===== config.mk =====
export PLATFORM = sky130hd
export DESIGN_NAME = urv_writeback
export DESIGN_NICKNAME = d
export VERILOG_FILES = /design/src/rtl/urv_writeback_pkg.sv /design/src/rtl/urv_load_align.sv /design/src/rtl/urv_writeback.sv
export SDC_FILE = /design/constraint.sdc
export NUM_CORES = 1
export LEC_CHECK = 0
export CAP_MARGIN = 20
export CORE_MARGIN = 4
export CORE_UTILIZATION = 36
export CTS_CLUSTER_SIZE = 40
export DETAILED_ROUTE_END_ITERATION = 12
export GPL_ROUTABILITY_DRIVEN = 0
export PLACE_DENSITY = 0.93
export RECOVER_POWER = 100
export SYNTH_ARGS = -nofsm -noshare
export SYNTH_HDL_FRONTEND = slang
export SYNTH_SLANG_ARGS = --single-unit

===== constraint.sdc =====
create_clock -name clk_i -period 2.5 [get_ports clk_i]
set_clock_uncertainty 0.05 [all_clocks]
set_input_delay 0.375 -clock clk_i [delete_from_list [all_inputs] [get_ports clk_i]]
set_output_delay 0.375 -clock clk_i [all_outputs]
set_load 0.03 [all_outputs]

===== src/rtl/urv_writeback_pkg.sv =====
// Shared encodings for the uRV writeback stage: load/store width codes, rd source select, W FSM states.
package urv_writeback_pkg;

   localparam logic [2:0] LDST_B  = 3'b000;
   localparam logic [2:0] LDST_H  = 3'b001;
   localparam logic [2:0] LDST_L  = 3'b010;
   localparam logic [2:0] LDST_BU = 3'b100;
   localparam logic [2:0] LDST_HU = 3'b101;

   localparam logic [1:0] RD_SOURCE_ALU      = 2'd0;
   localparam logic [1:0] RD_SOURCE_SHIFTER  = 2'd1;
   localparam logic [1:0] RD_SOURCE_MULTIPLY = 2'd2;
   localparam logic [1:0] RD_SOURCE_CSR      = 2'd3;

   typedef enum logic [1:0] {
      WB_IDLE       = 2'd0,
      WB_WAIT_LOAD  = 2'd1,
      WB_WAIT_STORE = 2'd2
   } wb_state_t;

   function automatic logic [31:0] ext_byte(input logic [7:0] b, input logic sgn);
      return {{24{sgn & b[7]}}, b};
   endfunction

   function automatic logic [31:0] ext_half(input logic [15:0] h, input logic sgn);
      return {{16{sgn & h[15]}}, h};
   endfunction

endpackage


===== src/rtl/urv_load_align.sv =====
// Combinational load aligner: picks the byte/half lane from the word address and sign/zero-extends.
// Zero latency, no flow control.
module urv_load_align
   import urv_writeback_pkg::*;
(
   input  logic [2:0]  i_fun,
   input  logic [1:0]  i_addr,
   input  logic [31:0] i_data,
   output logic [31:0] o_value
);

   logic [7:0]  w_byte;
   logic [15:0] w_half;

   always_comb begin
      w_byte = i_data[7:0];
      case (i_addr)
         2'd0: w_byte = i_data[7:0];
         2'd1: w_byte = i_data[15:8];
         2'd2: w_byte = i_data[23:16];
         2'd3: w_byte = i_data[31:24];
         default: w_byte = i_data[7:0];
      endcase
      w_half = i_addr[1] ? i_data[31:16] : i_data[15:0];
   end

   always_comb begin
      o_value = i_data;
      case (i_fun)
         LDST_B:  o_value = ext_byte(w_byte, 1'b1);
         LDST_BU: o_value = ext_byte(w_byte, 1'b0);
         LDST_H:  o_value = ext_half(w_half, 1'b1);
         LDST_HU: o_value = ext_half(w_half, 1'b0);
         default: o_value = i_data;
      endcase
   end

endmodule


===== src/rtl/urv_writeback.sv =====
// uRV W stage: waits for data-memory completion, aligns loads, writes the register file one edge after commit.
// Stall request is combinational; optional bus-timeout abort enabled by URV_WB_TIMEOUT_EN.
module urv_writeback
   import urv_writeback_pkg::*;
#(
   parameter int TIMEOUT_CYCLES = 255
)
(
   input  logic        clk_i,
   input  logic        rst_i,
   input  logic        x_stall_i,
   input  logic        w_valid_i,
   input  logic        w_load_i,
   input  logic        w_store_i,
   input  logic [2:0]  w_fun_i,
   input  logic [4:0]  w_rd_i,
   input  logic        w_rd_write_i,
   input  logic [1:0]  w_rd_source_i,
   input  logic [31:0] w_rd_value_i,
   input  logic [31:0] w_rd_shifter_i,
   input  logic [31:0] w_rd_multiply_i,
   input  logic [31:0] w_dm_addr_i,
   input  logic [31:0] dm_data_l_i,
   input  logic        dm_load_done_i,
   input  logic        dm_store_done_i,
   output logic        w_stall_req_o,
   output logic [4:0]  rf_rd_o,
   output logic [31:0] rf_rd_value_o,
   output logic        rf_rd_write_o,
   output logic        w_bus_err_o
);

   wb_state_t   r_state;
   logic        r_committed;
   logic [4:0]  r_rf_rd;
   logic [31:0] r_rf_value;
   logic        r_rf_write;

   logic        w_active;
   logic        w_commit;
   logic        w_abort;
   logic        w_stall;
   logic        w_timeout;
   logic [31:0] w_load_value;
   logic [31:0] w_rd_next;
   logic [29:0] w_unused_addr;

   assign w_unused_addr = w_dm_addr_i[31:2];

`ifdef URV_WB_TIMEOUT_EN
   localparam int CNT_W = ($clog2(TIMEOUT_CYCLES + 1) > 8) ? $clog2(TIMEOUT_CYCLES + 1) : 8;
   logic [CNT_W-1:0] r_cnt;
   logic             r_bus_err;

   // Abort fires in the TIMEOUT_CYCLES-th consecutive wait cycle.
   assign w_timeout   = (r_cnt == CNT_W'(TIMEOUT_CYCLES - 1));
   assign w_bus_err_o = r_bus_err;
`else
   logic [7:0] w_unused_timeout;
   assign w_unused_timeout = 8'(TIMEOUT_CYCLES);
   assign w_timeout        = 1'b0;
   assign w_bus_err_o      = 1'b0;
`endif

   urv_load_align u_load_align (
      .i_fun   (w_fun_i),
      .i_addr  (w_dm_addr_i[1:0]),
      .i_data  (dm_data_l_i),
      .o_value (w_load_value)
   );

   assign w_active = w_valid_i & ~r_committed;

   always_comb begin
      w_commit = 1'b0;
      w_abort  = 1'b0;
      w_stall  = 1'b0;
      case (r_state)
         WB_IDLE: begin
            if (w_active) begin
               if (w_load_i) begin
                  w_commit = dm_load_done_i;
                  w_stall  = ~dm_load_done_i;
               end else if (w_store_i) begin
                  w_commit = dm_store_done_i;
                  w_stall  = ~dm_store_done_i;
               end else begin
                  w_commit = 1'b1;
               end
            end
         end
         WB_WAIT_LOAD: begin
            w_commit = dm_load_done_i | w_timeout;
            w_abort  = ~dm_load_done_i & w_timeout;
            w_stall  = ~w_commit;
         end
         WB_WAIT_STORE: begin
            w_commit = dm_store_done_i | w_timeout;
            w_abort  = ~dm_store_done_i & w_timeout;
            w_stall  = ~w_commit;
         end
         default: begin
            w_commit = 1'b0;
         end
      endcase
   end

   always_comb begin
      w_rd_next = w_rd_value_i;
      if (w_load_i) begin
         w_rd_next = w_load_value;
      end else begin
         case (w_rd_source_i)
            RD_SOURCE_SHIFTER:  w_rd_next = w_rd_shifter_i;
            RD_SOURCE_MULTIPLY: w_rd_next = w_rd_multiply_i;
            default:            w_rd_next = w_rd_value_i;
         endcase
      end
   end

   always_ff @(posedge clk_i) begin
      if (rst_i) begin
         r_state     <= WB_IDLE;
         r_committed <= 1'b0;
         r_rf_rd     <= 5'd0;
         r_rf_value  <= 32'd0;
         r_rf_write  <= 1'b0;
`ifdef URV_WB_TIMEOUT_EN
         r_cnt       <= '0;
         r_bus_err   <= 1'b0;
`endif
      end else begin
         r_rf_write <= 1'b0;
`ifdef URV_WB_TIMEOUT_EN
         r_bus_err  <= w_abort;
`endif
         if (w_commit) begin
            r_rf_rd    <= w_rd_i;
            r_rf_value <= w_rd_next;
            r_rf_write <= w_rd_write_i & (w_rd_i != 5'd0) & ~w_store_i & ~w_abort;
         end

         // A deasserted x_stall_i means the slot gets a new instruction next cycle.
         if (!x_stall_i) begin
            r_committed <= 1'b0;
         end else if (w_commit) begin
            r_committed <= 1'b1;
         end

         case (r_state)
            WB_IDLE: begin
               if (w_active && w_load_i && !dm_load_done_i) begin
                  r_state <= WB_WAIT_LOAD;
               end else if (w_active && w_store_i && !dm_store_done_i) begin
                  r_state <= WB_WAIT_STORE;
               end
`ifdef URV_WB_TIMEOUT_EN
               r_cnt <= '0;
`endif
            end
            WB_WAIT_LOAD, WB_WAIT_STORE: begin
               if (w_commit) begin
                  r_state <= WB_IDLE;
               end
`ifdef URV_WB_TIMEOUT_EN
               r_cnt <= w_commit ? '0 : r_cnt + 1'b1;
`endif
            end
            default: begin
               r_state <= WB_IDLE;
            end
         endcase
      end
   end

   assign w_stall_req_o = w_stall;
   assign rf_rd_o       = r_rf_rd;
   assign rf_rd_value_o = r_rf_value;
   assign rf_rd_write_o = r_rf_write;

endmodule


==> results by group <==
Run status
  • Run status: finished clean

Timing
  • Setup-failing EPs final: 0
  • RSZ-0062 raised after global routing: no
  • Setup_tns: 0 ns
  • Count of final hold-check violations: 0
  • Achievable clock frequency: 442 MHz
  • Ratio of final minimum period to clock period: 0.905
  • Transition time at the pin with the least slew margin: 0.903 ns
  • Count of pins over their slew limit: 0
  • Minimum period implied by the final worst setup slack: 2.26 ns
  • Min Hold Slack: 0.401 ns
  • Worst max-slew margin expressed relative to the limit: 0.398

Yosys
  • Main flop type after synthesis: sky130_fd_sc_hd__dfxtp_1
  • Net Count, Synth: 596
  • Count of cell types in the netlist: 54
  • Cell area after technology mapping: 3160 µm²
  • #FFs+latches synth: 41
  • Number of enable-type register cells in the synthesized netlist: 0
  • Gate Count Post-Synth: 411
  • Cell accounting for the most synthesized area: sky130_fd_sc_hd__dfxtp_1
  • Async set-reset flop share out of synthesis: 0
  • Fraction of synthesized cell area taken by the top area cell type: 0.260
  • Post-synthesis average cell area: 7.68 µm²
  • Number of warning messages in the yosys log: 0
  • Synth top area cells: sky130_fd_sc_hd__dfxtp_1, sky130_fd_sc_hd__a221oi_1, sky130_fd_sc_hd__a21oi_1
  • Proportion of synthesized chip area in sequential cells: 0.260

Final layout
  • Summed area of non-filler cells in the final layout: 5190 µm²
  • Most used cells in the layout excluding fill and tap cells: sky130_fd_sc_hd__clkdlybuf4s50_1, sky130_fd_sc_hd__dfxtp_1, sky130_fd_sc_hd__dlygate4sd3_1
  • Antenna diodes: 0
  • Commonest non-fill, non-tap cell in the layout: sky130_fd_sc_hd__clkdlybuf4s50_1
  • Number of nets in the layout: 762
  • Fraction of layout cells with a size suffix above 1: 0.0882
  • Syn-to-layout area delta: 64.4%

Global routing
  • Initial antenna violation count: 0
  • First-pass GRT wire length: 19400 µm
  • Maximum number of pins on one net before global-route repair: 65
  • Global routing usage summed across all routing layers: 0.238
  • GRT Residual Overflow: 0
  • Vias in the first global route: 3946

Routing
  • Post-route DRC: 0
  • Detailed-route via count: 3952
  • Post-route antenna net violation count: 0
  • Total length of routed wires: 12800 µm
  • Number of DRC violations after detailed-routing iteration 0: 278
  • Drt pass-1 iters: 5
  • Drt wl/cell: 18.7 µm
  • Average via count per standard cell: 5.79

Job
  • Max-cap violations: 0

Clock tree
  • Clock latency on the worst-skew pair: 0.28 ns
  • Number of sinks driven by the clock tree: 41
  • Setup Fix Bufs, Post-CTS: 0
  • CTS H-tree depth: 2
  • Clock tree from TritonCTS: yes
  • # resized after CTS: 0
  • Number of hold-repair buffers added at the cts stage: 0
  • Total clock buffers created by CTS: 5
  • CTS root buf: sky130_fd_sc_hd__clkbuf_8
  • Clock transition at the registers of the reported paths: 0.09 ns
  • Maximum buffer depth of the clock tree: 2

Die
  • Starting utilization of the core area: 0.377
  • Core Rows: 33
  • Y dimension of the die: 102 µm
  • I/O pin count: 219
  • Horizontal extent of the die: 102 µm
  • Die Outline Area: 10300 µm²
  • Core box area: 8380 µm²

Placed design
  • Total of buffers placed on input and output ports: 187
  • Standard cell area after detailed placement: 5110 µm²
  • Detailed placement HPWL: 10300 µm

Critical path
  • Arr. time, crit path: 2.44 ns
  • Maximum net fanout on the critical path: 26
  • Nature of the critical path endpoint: register
  • Category of the worst setup path launch point: input port
  • Worst Path Required: 2.68 ns
  • Worst setup path category: in2reg

Power and ir drop
  • Maximum ir drop on the vdd rail: 0.000288 V
  • Power density cells: 454 nW/µm²
  • Static Leakage: 1.94 nW
  • Total power draw: 2.36 mW

Worst hold path
  • Path category of the worst min-delay check: reg2reg
[cell families (layout without fill, tap and decap cells)]
family,Yosys count,in the layout,synth area share
flops,41,41,0.260
buf+inv,52,219,0.0717
simple gates,153,153,0.241
other cells,1,1,0.00119
compound gates,148,148,0.364
fa+ha+maj,6,6,0.0238
mux,10,10,0.0384
[report_power, final]
| part | total (mW) | internal [mW] | switching (mW) |
|---|---|---|---|
| Clock | 0.465 | 0.224 | 0.241 |
| Combinational | 1.12 | 0.536 | 0.585 |
| Sequential | 0.771 | 0.732 | 0.0393 |
[metrics by stage]
step | utilization | instances | setup WS, ns
floorplan | - | 411 | 0.636
global placement | 0.610 | 675 | 0.155
detailed placement | 0.610 | 675 | 0.0754
CTS | 0.621 | 683 | 0.369
global route | 0.619 | 683 | 0.116
finish | 0.619 | 683 | 0.237
[per-layer routing]
layer  global-route usage  routed length (µm)  up-vias
li1                     -                   -     1881
met1                0.286                4910     1779
met2                0.404                6190      247
met3               0.0510                1180       45
met4                0.113                 511        0
met5                    0                   0        -
[final timing paths]
kind | start | end | slack (ns) | cells after the start
min | rf_rd_o[3] | rf_rd_o[3] | 0.40 | 2
max reg2reg | r_state[0] | r_state[1] | 0.28 | 7
min reg2reg | rf_rd_o[3] | rf_rd_o[3] | 0.40 | 2
max | w_rd_source_i[0] | rf_rd_value_o[14] | 0.24 | 8
[cell usage after synthesis (all sizes together), types with 2 or more instances]
| master | instances |
|---|---|
| a211oi | 19 |
| a21oi | 29 |
| a221oi | 23 |
| a22oi | 15 |
| a31oi | 3 |
| a32o | 2 |
| a32oi | 8 |
| and2 | 2 |
| buf | 12 |
| clkbuf | 31 |
| dfxtp | 41 |
| ha | 6 |
| inv | 9 |
| mux2 | 7 |
| mux2i | 2 |
| nand2 | 38 |
| nand2b | 12 |
| nand3 | 7 |
| nor2 | 38 |
| nor2b | 21 |
| nor3 | 22 |
| nor3b | 4 |
| o21ai | 17 |
| o221a | 4 |
| o221ai | 7 |
| o22ai | 9 |
| or3b | 3 |
| or4 | 2 |
[state kept, by name, summed over array words and instances, names as in the netlist]
name           count
r_state            2
rf_rd_write_o      1
r_committed        1
rf_rd_value_o     32
rf_rd_o            5
[critical path, cell delays in order]
cell,delay [ns]
sky130_fd_sc_hd__dlygate4sd3_1,0.56
sky130_fd_sc_hd__inv_1,0.07
sky130_fd_sc_hd__ha_2,0.47
sky130_fd_sc_hd__buf_4,0.22
sky130_fd_sc_hd__a22oi_1,0.08
sky130_fd_sc_hd__o21ai_0,0.31
sky130_fd_sc_hd__o221ai_1,0.19
sky130_fd_sc_hd__o22ai_1,0.16
[layout make-up]
| cell class | instances | area, µm² |
|---|---|---|
| Sequential cell | 41 | 821 |
| Tap cell | 105 | 131 |
| Timing Repair Buffer | 202 | 2000 |
| Clock inverter | 2 | 13.8 |
| Inverter | 9 | 33.8 |
| Multi-Input combinational cell | 318 | 2100 |
| Fill cell | 689 | 3190 |
| Clock buffer | 6 | 82.6 |
No activity file was read; power rests on OpenSTA's default activity.
